===== src/rtl/fifo_write_arbiter.sv =====
// fifo_write_arbiter
//   Round-robin arbiter that lets one of four requesters at a time stream a
//   burst of up to BURST_MAX words into a downstream synchronous FIFO.
//   Two states: IDLE (arbitrate, one cycle) and BURST (owner streams words).
//
// Ports
//   clock           rising-edge clock
//   reset           synchronous active-high reset
//   requestValid    [3:0] per-requester word valid
//   requestData     [4*DATA_WIDTH-1:0] requester i word at [i*DATA_WIDTH +: DATA_WIDTH]
//   requestLast     [3:0] per-requester last-word-of-packet flag
//   requestReady    [3:0] per-requester accept (owner only, gated by !fifoFull)
//   fifoFull        FIFO full flag
//   fifoWriteEnable FIFO write strobe
//   fifoWriteData   FIFO write word (owner's word, combinational)
//   grantActive     high while in BURST
//   grantIndex      current / most recent owner

// Per-requester datapath slice: readiness, handshake and data gating.
// Non-owners drive zeros so the OR-reduction in the top only ever sees the
// owner's word and last flag.
module fifo_write_arbiter_lane #(
    parameter int DATA_WIDTH = 8
) (
    input  logic                  own,
    input  logic                  fifoFull,
    input  logic                  valid,
    input  logic [DATA_WIDTH-1:0] data,
    input  logic                  last,
    output logic                  ready,
    output logic                  fire,
    output logic [DATA_WIDTH-1:0] dataGated,
    output logic                  lastGated
);
    assign ready     = own & ~fifoFull;
    assign fire      = ready & valid;
    assign dataGated = fire ? data : '0;
    assign lastGated = fire & last;
endmodule

module fifo_write_arbiter #(
    parameter int DATA_WIDTH = 8,
    parameter int BURST_MAX  = 4
) (
    input  logic                    clock,
    input  logic                    reset,
    input  logic [3:0]              requestValid,
    input  logic [4*DATA_WIDTH-1:0] requestData,
    input  logic [3:0]              requestLast,
    output logic [3:0]              requestReady,
    input  logic                    fifoFull,
    output logic                    fifoWriteEnable,
    output logic [DATA_WIDTH-1:0]   fifoWriteData,
    output logic                    grantActive,
    output logic [1:0]              grantIndex
);
    localparam int NUM_REQ = 4;
    localparam int CW      = $clog2(BURST_MAX);

    localparam logic [0:0] ST_IDLE  = 1'b0;
    localparam logic [0:0] ST_BURST = 1'b1;

    logic [0:0]    state;
    logic [CW-1:0] burstCount;
    logic [1:0]    lastOwner;

    logic [NUM_REQ-1:0]                 own;
    logic [NUM_REQ-1:0]                 fireVec;
    logic [NUM_REQ-1:0]                 lastVec;
    logic [NUM_REQ-1:0][DATA_WIDTH-1:0] dataVec;

    logic       pickValid;
    logic [1:0] pickIdx;
    logic [1:0] cand;
    logic       fire;
    logic       endBurst;

    // Ownership is also dropped while reset is high so a reset landing in the
    // middle of a burst suppresses the write in that very cycle.
    genvar gi;
    generate
        for (gi = 0; gi < NUM_REQ; gi++) begin : g_lane
            assign own[gi] = (state == ST_BURST) && (grantIndex == 2'(gi)) && !reset;
            fifo_write_arbiter_lane #(.DATA_WIDTH(DATA_WIDTH)) u_lane (
                .own       (own[gi]),
                .fifoFull  (fifoFull),
                .valid     (requestValid[gi]),
                .data      (requestData[gi*DATA_WIDTH +: DATA_WIDTH]),
                .last      (requestLast[gi]),
                .ready     (requestReady[gi]),
                .fire      (fireVec[gi]),
                .dataGated (dataVec[gi]),
                .lastGated (lastVec[gi])
            );
        end
    endgenerate

    always_comb begin
        fifoWriteData = '0;
        for (int i = 0; i < NUM_REQ; i++) fifoWriteData = fifoWriteData | dataVec[i];
    end

    assign fire            = |fireVec;
    assign fifoWriteEnable = fire;
    assign endBurst        = (|lastVec) || (burstCount == CW'(BURST_MAX - 1));
    assign grantActive     = (state == ST_BURST);

    // Round-robin search starting just after the previous owner.
    always_comb begin
        pickValid = 1'b0;
        pickIdx   = lastOwner;
        cand      = lastOwner;
        for (int k = 1; k <= NUM_REQ; k++) begin
            cand = lastOwner + 2'(k);
            if (!pickValid && requestValid[cand]) begin
                pickValid = 1'b1;
                pickIdx   = cand;
            end
        end
    end

    always_ff @(posedge clock) begin
        if (reset) begin
            state      <= ST_IDLE;
            burstCount <= '0;
            lastOwner  <= 2'd3;
            grantIndex <= 2'd0;
        end else begin
            case (state)
                ST_IDLE: begin
                    if (pickValid) begin
                        state      <= ST_BURST;
                        grantIndex <= pickIdx;
                        burstCount <= '0;
                    end
                end
                default: begin
                    if (fire) begin
                        if (endBurst) begin
                            state      <= ST_IDLE;
                            lastOwner  <= grantIndex;
                            burstCount <= '0;
                        end else begin
                            burstCount <= burstCount + 1'b1;
                        end
                    end
                end
            endcase
        end
    end
endmodule


===== config.mk =====
export PLATFORM = sky130hd
export DESIGN_NAME = fifo_write_arbiter
export DESIGN_NICKNAME = d
export VERILOG_FILES = /design/src/rtl/fifo_write_arbiter.sv
export SDC_FILE = /design/constraint.sdc
export NUM_CORES = 1
export LEC_CHECK = 0
export ABC_AREA = 1
export BUFFER_PORTS_ARGS = -buffer_cell sky130_fd_sc_hd__buf_2
export CELL_PAD_IN_SITES_DETAIL_PLACEMENT = 0
export CELL_PAD_IN_SITES_GLOBAL_PLACEMENT = 1
export CORE_MARGIN = 2
export CORE_UTILIZATION = 28
export CTS_BUF_LIST = sky130_fd_sc_hd__clkbuf_8
export DETAILED_ROUTE_END_ITERATION = 12
export PLACE_DENSITY = 0.87
export SKIP_LAST_GASP = 1
export SYNTH_ARGS = -nofsm -noshare
export SYNTH_HDL_FRONTEND = slang
export SYNTH_SLANG_ARGS = --single-unit

===== constraint.sdc =====
create_clock -name clock -period 4.2 [get_ports clock]
set_clock_uncertainty 0.2 [all_clocks]
set_input_delay 0.42 -clock clock [delete_from_list [all_inputs] [get_ports clock]]
set_output_delay 0.42 -clock clock [all_outputs]
set_load 0.01 [all_outputs]

==> qor.csv, run 1 <==
stage;metric;value;unit
grt;antenna_found_initial;0;
floorplan;dieArea;0.00398;mm²
yosys;ys_types;24;
finish;fin_util;0.395;
route;dr_wl_met3;109;µm
clock_tree;h-tree-depth;1;
finish;area_growth;34.7;%
power_and_ir_drop;peakVddDrop;168;µV
route;met1_length;1.30;mm
clock_tree;hold_buffers;0;
clock_tree;post-cts-setup-buffers;0;
setup_path;cpMostUsedCell;nand3_1;
sta;slew_headroom;0.719;
clock_tree;clock_latency;230;ps
yosys;synth.most_common_cell;nand2_1;
route;ant_nets;0;
setup_path;end_kind;primary output;
run;max-cap-violations;0;
yosys;synth-main-ff-cell;dfxtp_1;
sta;setup_tns;0;ps
finish;n_fill_cell;395;
yosys;synth_top_area_share;0.269;
grt;gr-usage-all-layers;0.143;
yosys;yosysSeqAreaShare;0.143;
floorplan;rows;21;
min_path;hold_path_class;input port to flip-flop;
yosys;synth_warnings;0;
setup_path;crit_buf_inv;2;
finish;drive_gt1_frac;0.375;
sta;hold_viol;0;
floorplan;die_h;63.1;µm
clock_tree;cts_sinks;7;
floorplan;ios;59;
floorplan;start_util;0.293;
route;routed_wl;2.84;mm
sta;holdWs;199;ps
clock_tree;cts_tree;done;
setup_path;crit_path_max_fanout;9;
yosys;synthesis.area;978;µm²
floorplan;core;0.00334;mm²
route;highest_layer;met3;
sta;final.min_clock_period;2350;ps
setup_path;crit_slowest_cell;dfxtp_1;
finish;n_antenna_cell;0;
run_status;status;finished, final reports clean;
placed_design;routabilityCongestion;0.846;
power_and_ir_drop;p_leak;0.793;nW
sta;period_share;0.559;
route;drt_iter0_markers;35;
placed_design;io_buffers;58;
setup_path;path_class;flip-flop to primary output;
setup_path;crit_arrival;1730;ps
grt;grt_remaining_overflow;0;
floorplan;fp.dieW;63.1;µm
clock_tree;cts_max_path_buffers;2;
setup_path;cp-start-kind;flip-flop;
route;post_drt_wl_per_cell;10.2;µm
sta;rsz0062_at_grt;no;
power_and_ir_drop;p_per_area;185;mW/mm²
route;viasPerCell;4.42;
clock_tree;cts_resized;0;
clock_tree;cts_made_buffers;3;
sta;tightest_slew;421;ps
grt;grt_pass1_wl;4.65;mm
route;firstDrtPassIters;6;
route;drc_errors;0;
sta;finalSetupViolCount;0;
yosys;ys_ff_latch;7;
sta;fmax;426;MHz
setup_path;cp_top_family;simple AND/OR/NAND/NOR gates;
setup_path;path_cells;nand3_1 > nor2_1 > nand3_1 > inv_1 > nand2_1 > nand4_1 > buf_2;
finish;nets;277;
grt;first_global_vias;1103;
clock_tree;cts-root-buf;clkbuf_8;
route;vias;1228;
sta;drv_slew;0;
route;wl_met2;1.44;mm
setup_path;cp.required;3580;ps
yosys;yosys-top-cells-area;nand2_1 27%, dfxtp_1 14%, inv_1 7.7%;
yosys;yosysTopAreaCell;nand2_1;
power_and_ir_drop;p_total;0.000244;W
yosys;syn_inst;177;
setup_path;slowest_delay;520;ps
yosys;synthTopCellsByCount;70 x nand2_1, 20 x inv_1, 14 x nand3_1, 12 x nor2_1, 11 x nand2_2;
clock_tree;clkTransAtPathRegs;40;ps
yosys;post_synth.cell_area_avg;5.53;µm²
grt;grt_max_degree;10;
yosys;synth-edff-count;0;
placed_design;hpwl;2.43;mm
yosys;async_reset_ff_frac;0;
yosys;syn_nets;221;
kinds of logic after synthesis:
group | count (synthesis) | share of synthesized area
adder cells (fa/ha/maj) | 1 | 0.0128
flip-flops | 7 | 0.143
AO/OA/AOI/OAI | 8 | 0.0460
buffers and inverters | 32 | 0.159
AND/OR/NAND/NOR | 129 | 0.639
stage by stage:
stage               std cells  instance area [µm²]  worst slack [ps]
floorplan                 177                  978              2380
global placement          274                 1270              1980
detailed placement        274                 1270              2000
CTS                       278                 1320              1830
global route              278                 1320              1590
finish                    278                 1320              1850
flip-flops by register name (all words and copies together), names as in the netlist:
signal and count:
grantIndex 2, lastOwner 2, grantActive 1, burstCount 2
power breakdown:
part / leakage (nW) / internal (W) / switching [W]
sequential: 0.0576 / 0.0000708 / 0.00000534
clock: 0.0269 / 0.0000633 / 0.0000307
combinational: 0.708 / 0.0000328 / 0.0000409
cell type report:
cell class                      count  area, µm²  area share
Timing Repair Buffer               58        290       0.220
Sequential cell                     7        140       0.106
Inverter                           25        101      0.0769
Multi-Input combinational cell    138        683       0.519
Clock buffer                        3       41.3      0.0313
Tap cell                           46       57.6      0.0437
Clock inverter                      1       3.75     0.00285
placed cells by master (no fill, tap or decap), types with 2 or more instances in the layout:
cell,instances
a21oi_1,3
nor2_4,2
nand2_2,11
nand4_1,10
o21ai_0,2
nor2_1,12
nand2_1,70
dfxtp_1,7
inv_2,3
buf_2,58
o211ai_1,2
nand3_1,14
clkbuf_8,3
inv_1,21
nand3_2,5
nor3_1,2
metal layers:
metal | vias up | global-route usage
met5 | - | 0
met4 | 0 | 0.0167
met3 | 0 | 0.0375
met2 | 26 | 0.261
met1 | 533 | 0.171
li1 | 669 | -
final timing paths:
| check | startpoint | end | slack (ps) | cells after the start |
|---|---|---|---|---|
| max reg2reg | grantActive$_SDFF_PP0_ | lastOwner[0]$_SDFFE_PP1P_ | 2440 | 7 |
| max | grantActive$_SDFF_PP0_ | fifoWriteData[3] | 1850 | 7 |
| min | reset | grantIndex[1]$_SDFFE_PP0P_ | 200 | 2 |
| min reg2reg | grantIndex[0]$_SDFFE_PP0P_ | lastOwner[0]$_SDFFE_PP1P_ | 340 | 2 |
Power figures use the tool's default switching activity.
==> run 2: changes to the inputs <==
- CORE_UTILIZATION: 28 -> 25
- PLACE_DENSITY: 0.87 -> 0.82
- clock period: 4.2 -> 2 ns (I/O delays scaled with it)
==> run 2 against run 1 <==
Effect of this change:
- worst setup slack got worse by 1700 ps
- clock power increased by 110%
- cell area increased by 4.4%
- largest power group unchanged
==> qor.csv, run 2 (synthesis results as in run 1) <==
stage;metric;value;unit;change
setup_path;crit_cells;7;;unchanged
floorplan;core;0.00372;mm²;+11%
floorplan;fp.dieW;66.6;µm;+5.5%
min_path;hold-path-cell-count;4;;+2
sta;worst_slack;152;ps;-1700 ps
grt;gr-usage-all-layers;0.135;;-0.00744
finish;final_cell_mix;70 x nand2_1, 58 x buf_2, 17 x inv_1;;
setup_path;end_kind;primary output;;
finish;final_cells;284;;+2.2%
route;firstDrtPassIters;4;;-2
finish;mostFrequentLayoutCell;nand2_1;;
setup_path;crit_buf_inv;2;;unchanged
sta;setup_tns;0;ps;unchanged
setup_path;path_class;flip-flop to primary output;;
sta;drv_slew;0;;unchanged
placed_design;hpwl;2.50;mm;+2.7%
clock_tree;cts_sinks;7;;unchanged
power_and_ir_drop;switchingPower;0.000163;W;+110%
finish;area_growth;40.5;%;
power_and_ir_drop;pwr-share-comb;0.315;;+0.013
finish;nets;281;;+1.4%
power_and_ir_drop;p_seq_frac;0.309;;-0.003
setup_path;cp_top_family;simple AND/OR/NAND/NOR gates;;
floorplan;dieArea;0.00443;mm²;+11%
setup_path;crit_arrival;1450;ps;-280 ps
placed_design;dp.cells;277;;+1.1%
sta;finalSetupViolCount;0;;unchanged
floorplan;ios;59;;unchanged
route;drc_errors;0;;unchanged
sta;tightest_slew;381;ps;-40.0 ps
finish;fin_util;0.370;;-0.0248
placed_design;io_buffers;58;;unchanged
min_path;hold_path_class;input port to flip-flop;;
grt;grt_remaining_overflow;0;;unchanged
setup_path;slowest_delay;350;ps;-170 ps
run_status;status;finished, final reports clean;;
sta;slew_headroom;0.746;;+0.0272
route;post_drt_wl_per_cell;10.5;µm;+2.7%
sta;rsz0062_at_grt;no;;
finish;drive_gt1_frac;0.419;;+0.0445
placed_design;place_ws;165;ps;-1840 ps
setup_path;cp-start-kind;flip-flop;;
route;drt_iter0_markers;59;;+69%
clock_tree;cts-root-buf;clkbuf_8;;
sta;final.min_clock_period;1850;ps;
clock_tree;clock_latency;230;ps;about the same
finish;n_antenna_cell;0;;unchanged
setup_path;crit_path_max_fanout;8;;-1
run;max-cap-violations;0;;unchanged
power_and_ir_drop;peakVddDrop;282;µV;+68%
power_and_ir_drop;internal_power;0.000356;W;+110%
route;ant_nets;0;;unchanged
route;viasPerCell;4.28;;-3.1%
power_and_ir_drop;p_per_area;377;mW/mm²;+100%
grt;antenna_found_initial;0;;unchanged
placed_design;routabilityCongestion;0.786;;-7.1%
clock_tree;cts_made_buffers;3;;unchanged
setup_path;path_cells;nor2_1 > nand3_2 > nor3_4 > buf_4 > nand2_1 > nand4_1 > buf_2;;
clock_tree;cts_tree;done;;
finish;reg_top3;burstCount (2), grantIndex (2), lastOwner (2);;
setup_path;reg2regPathDepth;12;;+5
grt;first_global_vias;1019;;-7.6%
sta;fmax;541;MHz;
setup_path;cp.required;1600;ps;-1980 ps
power_and_ir_drop;clkPwrFrac;0.376;;-0.009
sta;period_share;0.924;;
sta;hold_viol;0;;unchanged
grt;grt_max_degree;10;;unchanged
setup_path;crit_slowest_cell;dfxtp_2;;
floorplan;start_util;0.263;;-0.0299
floorplan;die_h;66.6;µm;+5.5%
power_and_ir_drop;p_leak;0.789;nW;-0.40%
route;vias;1215;;-1.1%
clock_tree;cts_max_path_buffers;2;;unchanged
clock_tree;clkTransAtPathRegs;40;ps;about the same
floorplan;rows;22;;+4.8%
clock_tree;h-tree-depth;1;;unchanged
route;routed_wl;2.99;mm;+5.0%
power_and_ir_drop;p_sw_frac;0.315;;-0.000796
grt;grt_pass1_wl;4.66;mm;+0.15%
run 2: changes by cell type in the layout (fill, tap and decap cells not counted), sizes merged:
cell | before | now
buf | 58 | 61
clkinvlp | 0 | 2
dlygate4sd3 | 0 | 1
inv | 26 | 24
run 2: layout make-up:
cell class / instances / area (µm²)
sequential: 7 / 143
clock buffer: 3 / 41.3
timing repair buffer: 62 / 323
fill: 425 / 2340
clock inverter: 1 / 3.75
multi-input combinational: 138 / 693
inverter: 25 / 111
tap: 48 / 60.1
run 2: power groups by stage:
stage | Combinational (W) | Clock, W | Sequential, W
CTS | 0.000161 | 0.000204 | 0.000160
global placement | 0.000159 | 0 | 0.000162
global route | 0.000186 | 0.000215 | 0.000161
floorplan | 0.0000905 | 0 | 0.000159
finish | 0.000163 | 0.000195 | 0.000160
detailed placement | 0.000158 | 0 | 0.000162
run 2: worst paths after layout:
path | startpoint | to | slack [ps]
worst min-delay path | requestValid[0] | grantIndex[1]$_SDFFE_PP0P_ | 180
worst max-delay path | grantIndex[1]$_SDFFE_PP0P_ | fifoWriteData[6] | 150
worst min register to register | grantIndex[1]$_SDFFE_PP0P_ | grantIndex[1]$_SDFFE_PP0P_ | 310
worst max register to register | lastOwner[0]$_SDFFE_PP1P_ | burstCount[1]$_SDFFE_PP0P_ | 250
run 2: metrics by stage:
stage | hold WS, ps | power (W) | area (µm²)
after floorplan | 69.1 | 0.000249 | 978
after global placement | 229 | 0.000320 | 1280
after detailed placement | 232 | 0.000320 | 1280
after CTS | 179 | 0.000524 | 1340
after global routing | 221 | 0.000562 | 1380
final | 183 | 0.000519 | 1380
run 2: repair_timing:
action	4_1_cts	5_1_grt
buffers inserted	0	2
gates resized for setup	2	8
endpoints found under the hold margin	1	0
endpoints found under the setup margin	9	9
pin swaps	0	1
hold buffers	1	0
run 2: tightest hold or removal path, cell delays in order:
cell      delay [ps]
buf_2            120
o211ai_1         100
o211ai_1          80
a21oi_1           60
run 2: per-layer routing:
layer | up-vias | track usage | share of wire | wire, µm
li1 | 677 | - | - | -
met1 | 506 | 0.190 | 0.46 | 1370
met2 | 30 | 0.210 | 0.49 | 1470
met3 | 2 | 0.0338 | 0.043 | 129
met4 | 0 | 0.0230 | 0.0054 | 16
met5 | - | 0 | 0 | 0
==> run 3: changes to the inputs <==
- CORE_MARGIN: 2 -> unset
- HOLD_SLACK_MARGIN: unset -> 0.06
==> run 3 against run 2 <==
Effect of this change:
- fmax down 0.88%
- sequential cell count unchanged
- critical path depth up 1
- worst setup slack worse by 16 ps
- utilization down 0.20 points
- routed wire length down 2.2%
- hold slack better by 16 ps
==> qor.csv, run 3 (synthesis results as in run 1) <==
stage;metric;value;unit;change
run_status;status;finished, final reports clean;;
setup_path;path_class;flip-flop to primary output;;
finish;final_cells;283;;-0.35%
grt;gr-max-usage-layer;met2;;
clock_tree;cts_made_buffers;3;;unchanged
grt;first_global_vias;1035;;+1.6%
route;viasPerCell;4.43;;+3.5%
floorplan;start_util;0.263;;unchanged
sta;setup_tns;0;ps;unchanged
floorplan;ios;59;;unchanged
placed_design;hpwl;2.38;mm;-4.8%
setup_path;crit_arrival;1460;ps;about the same
grt;gr-usage-all-layers;0.147;;+0.0118
clock_tree;h-tree-depth;1;;unchanged
floorplan;fp.dieW;64.6;µm;-3.0%
power_and_ir_drop;p_per_area;380;mW/mm²;+0.58%
route;post_drt_wl_per_cell;10.3;µm;-1.9%
finish;n_antenna_cell;0;;unchanged
grt;grtUsageMet1;0.192;;+0.00159
clock_tree;cts-root-buf;clkbuf_8;;
sta;period_share;0.932;;+0.00819
finish;mostFrequentLayoutCell;nand2_1;;
sta;finalSetupViolCount;0;;unchanged
setup_path;path_cells;inv_1 > nand3_1 > nor2_2 > nand3_2 > nand3_2 > nor2_4 > inv_4 > buf_2;;
setup_path;cpMostUsedCell;nand3_2;;
setup_path;cp-endpoint;fifoWriteEnable;;
power_and_ir_drop;p_leak;0.784;nW;-0.66%
sta;slew_headroom;0.716;;-0.0295
placed_design;io_buffers;58;;unchanged
placed_design;routabilityCongestion;0.785;;-0.10%
route;firstDrtPassIters;4;;unchanged
floorplan;dieArea;0.00417;mm²;-5.9%
setup_path;timing.rr.end;burstCount[0]$_SDFFE_PP0P_;;
grt;grtUsageMet2;0.234;;+0.0242
clock_tree;post-cts-setup-buffers;0;;unchanged
placed_design;dp.cells;278;;+0.36%
grt;antenna_found_initial;0;;unchanged
floorplan;rows;22;;unchanged
setup_path;crit_slowest_cell;dfxtp_1;;
clock_tree;clock_latency;230;ps;about the same
setup_path;slowest_delay;390;ps;+40 ps
route;ant_nets;0;;unchanged
clock_tree;cts_sinks;7;;unchanged
clock_tree;cts_max_path_buffers;2;;unchanged
finish;reg_top3;burstCount (2), grantIndex (2), lastOwner (2);;
setup_path;rrSetupSlack;260;ps;about the same
sta;tightest_slew;425;ps;+44.1 ps
setup_path;end_kind;primary output;;
grt;grt_max_degree;10;;unchanged
setup_path;reg2reg_from;lastOwner[0]$_SDFFE_PP1P_;;
setup_path;crit_path_max_fanout;5;;-3
sta;drv_slew;0;;unchanged
sta;holdWs;199;ps;+16.4 ps
placed_design;place_ws;189;ps;+24.5 ps
setup_path;critPathLaunch;grantIndex[0]$_SDFFE_PP0P_;;
sta;rsz0062_at_grt;no;;
min_path;hold_path_class;input port to flip-flop;;
clock_tree;cts_tree;done;;
sta;fmax;536;MHz;-0.88%
route;vias;1253;;+3.1%
sta;hold_viol;0;;unchanged
route;drc_errors;0;;unchanged
floorplan;die_h;64.6;µm;-3.0%
finish;area_growth;39.8;%;
route;routed_wl;2.92;mm;-2.2%
route;drt_iter0_markers;59;;unchanged
clock_tree;clkTransAtPathRegs;40;ps;about the same
sta;final.min_clock_period;1860;ps;+16.4 ps
finish;n_fill_cell;450;;+5.9%
finish;drive_gt1_frac;0.409;;-0.0110
setup_path;cp.required;1600;ps;about the same
finish;nets;280;;-0.36%
grt;use_met3;0.0405;;+0.00671
finish;final_cell_mix;70 x nand2_1, 58 x buf_2, 18 x inv_1;;
sta;worst_slack;135;ps;-16.4 ps
power_and_ir_drop;peakVddDrop;238;µV;-16%
setup_path;cp-start-kind;flip-flop;;
setup_path;reg2regPathDepth;12;;unchanged
floorplan;core;0.00372;mm²;unchanged
grt;grt_remaining_overflow;0;;unchanged
run;max-cap-violations;0;;unchanged
grt;grt_pass1_wl;4.76;mm;+2.2%
[run 3: cell count changes in the layout (fill, tap and decap cells not counted)]
| cell | change |
|---|---|
| nor2_1 | +1 |
| buf_4 | -1 |
| dfxtp_4 | +1 |
| inv_2 | -1 |
| nor2_2 | -1 |
| dfxtp_2 | -1 |
| inv_1 | +1 |
[run 3: critical path, delay by kind of cell, from the launching register on]
kind / cells / cell delay (ps)
buf+inv: 3 / 320
simple gates: 5 / 530
flops: 1 / 390
[run 3: how the worst min path moves through the flow]
stage                                       to            start  cells after the start
floorplan           grantIndex[1]$_SDFFE_PP0P_            reset                      1
CTS                 grantIndex[1]$_SDFFE_PP0P_  requestValid[0]                      4
global route        grantIndex[1]$_SDFFE_PP0P_  requestValid[1]                      4
detailed placement  grantIndex[1]$_SDFFE_PP0P_            reset                      2
global placement    grantIndex[1]$_SDFFE_PP0P_            reset                      2
finish              grantIndex[1]$_SDFFE_PP0P_  requestValid[0]                      4
[run 3: final cells by class]
type,count,area [µm²],share of cell area
timing repair buffer,61,315,0.231
tap,48,60.1,0.0439
sequential,7,145,0.106
clock buffer,3,41.3,0.0302
clock inverter,1,3.75,0.00274
inverter,25,111,0.0814
multi-input combinational,138,691,0.505
[run 3: where the power goes]
part	internal (W)	switching, W
combinational	0.0000725	0.0000882
clock	0.000133	0.0000658
sequential	0.000149	0.0000110
total	0.000354	0.000165
[run 3: per-layer routing]
layer  share of wire  vias to the layer above
li1                -                      679
met1            0.48                      546
met2            0.47                       23
met3           0.041                        5
met4           0.011                        0
met5               0                        -
[run 3: timing repair]
item,in CTS,in global routing
gates cloned,0,0
hold buffers,1,0
setup endpoints to repair,8,8
endpoints found under the hold margin,1,0
resized for setup,2,7
[run 3: through the flow]
step                utilization  power (W)  instance area [µm²]
global route              0.368   0.000563                 1370
CTS                       0.362   0.000528                 1350
global placement          0.347   0.000322                 1290
finish                    0.368   0.000519                 1370
detailed placement        0.347   0.000321                 1290
floorplan                     -   0.000249                  978
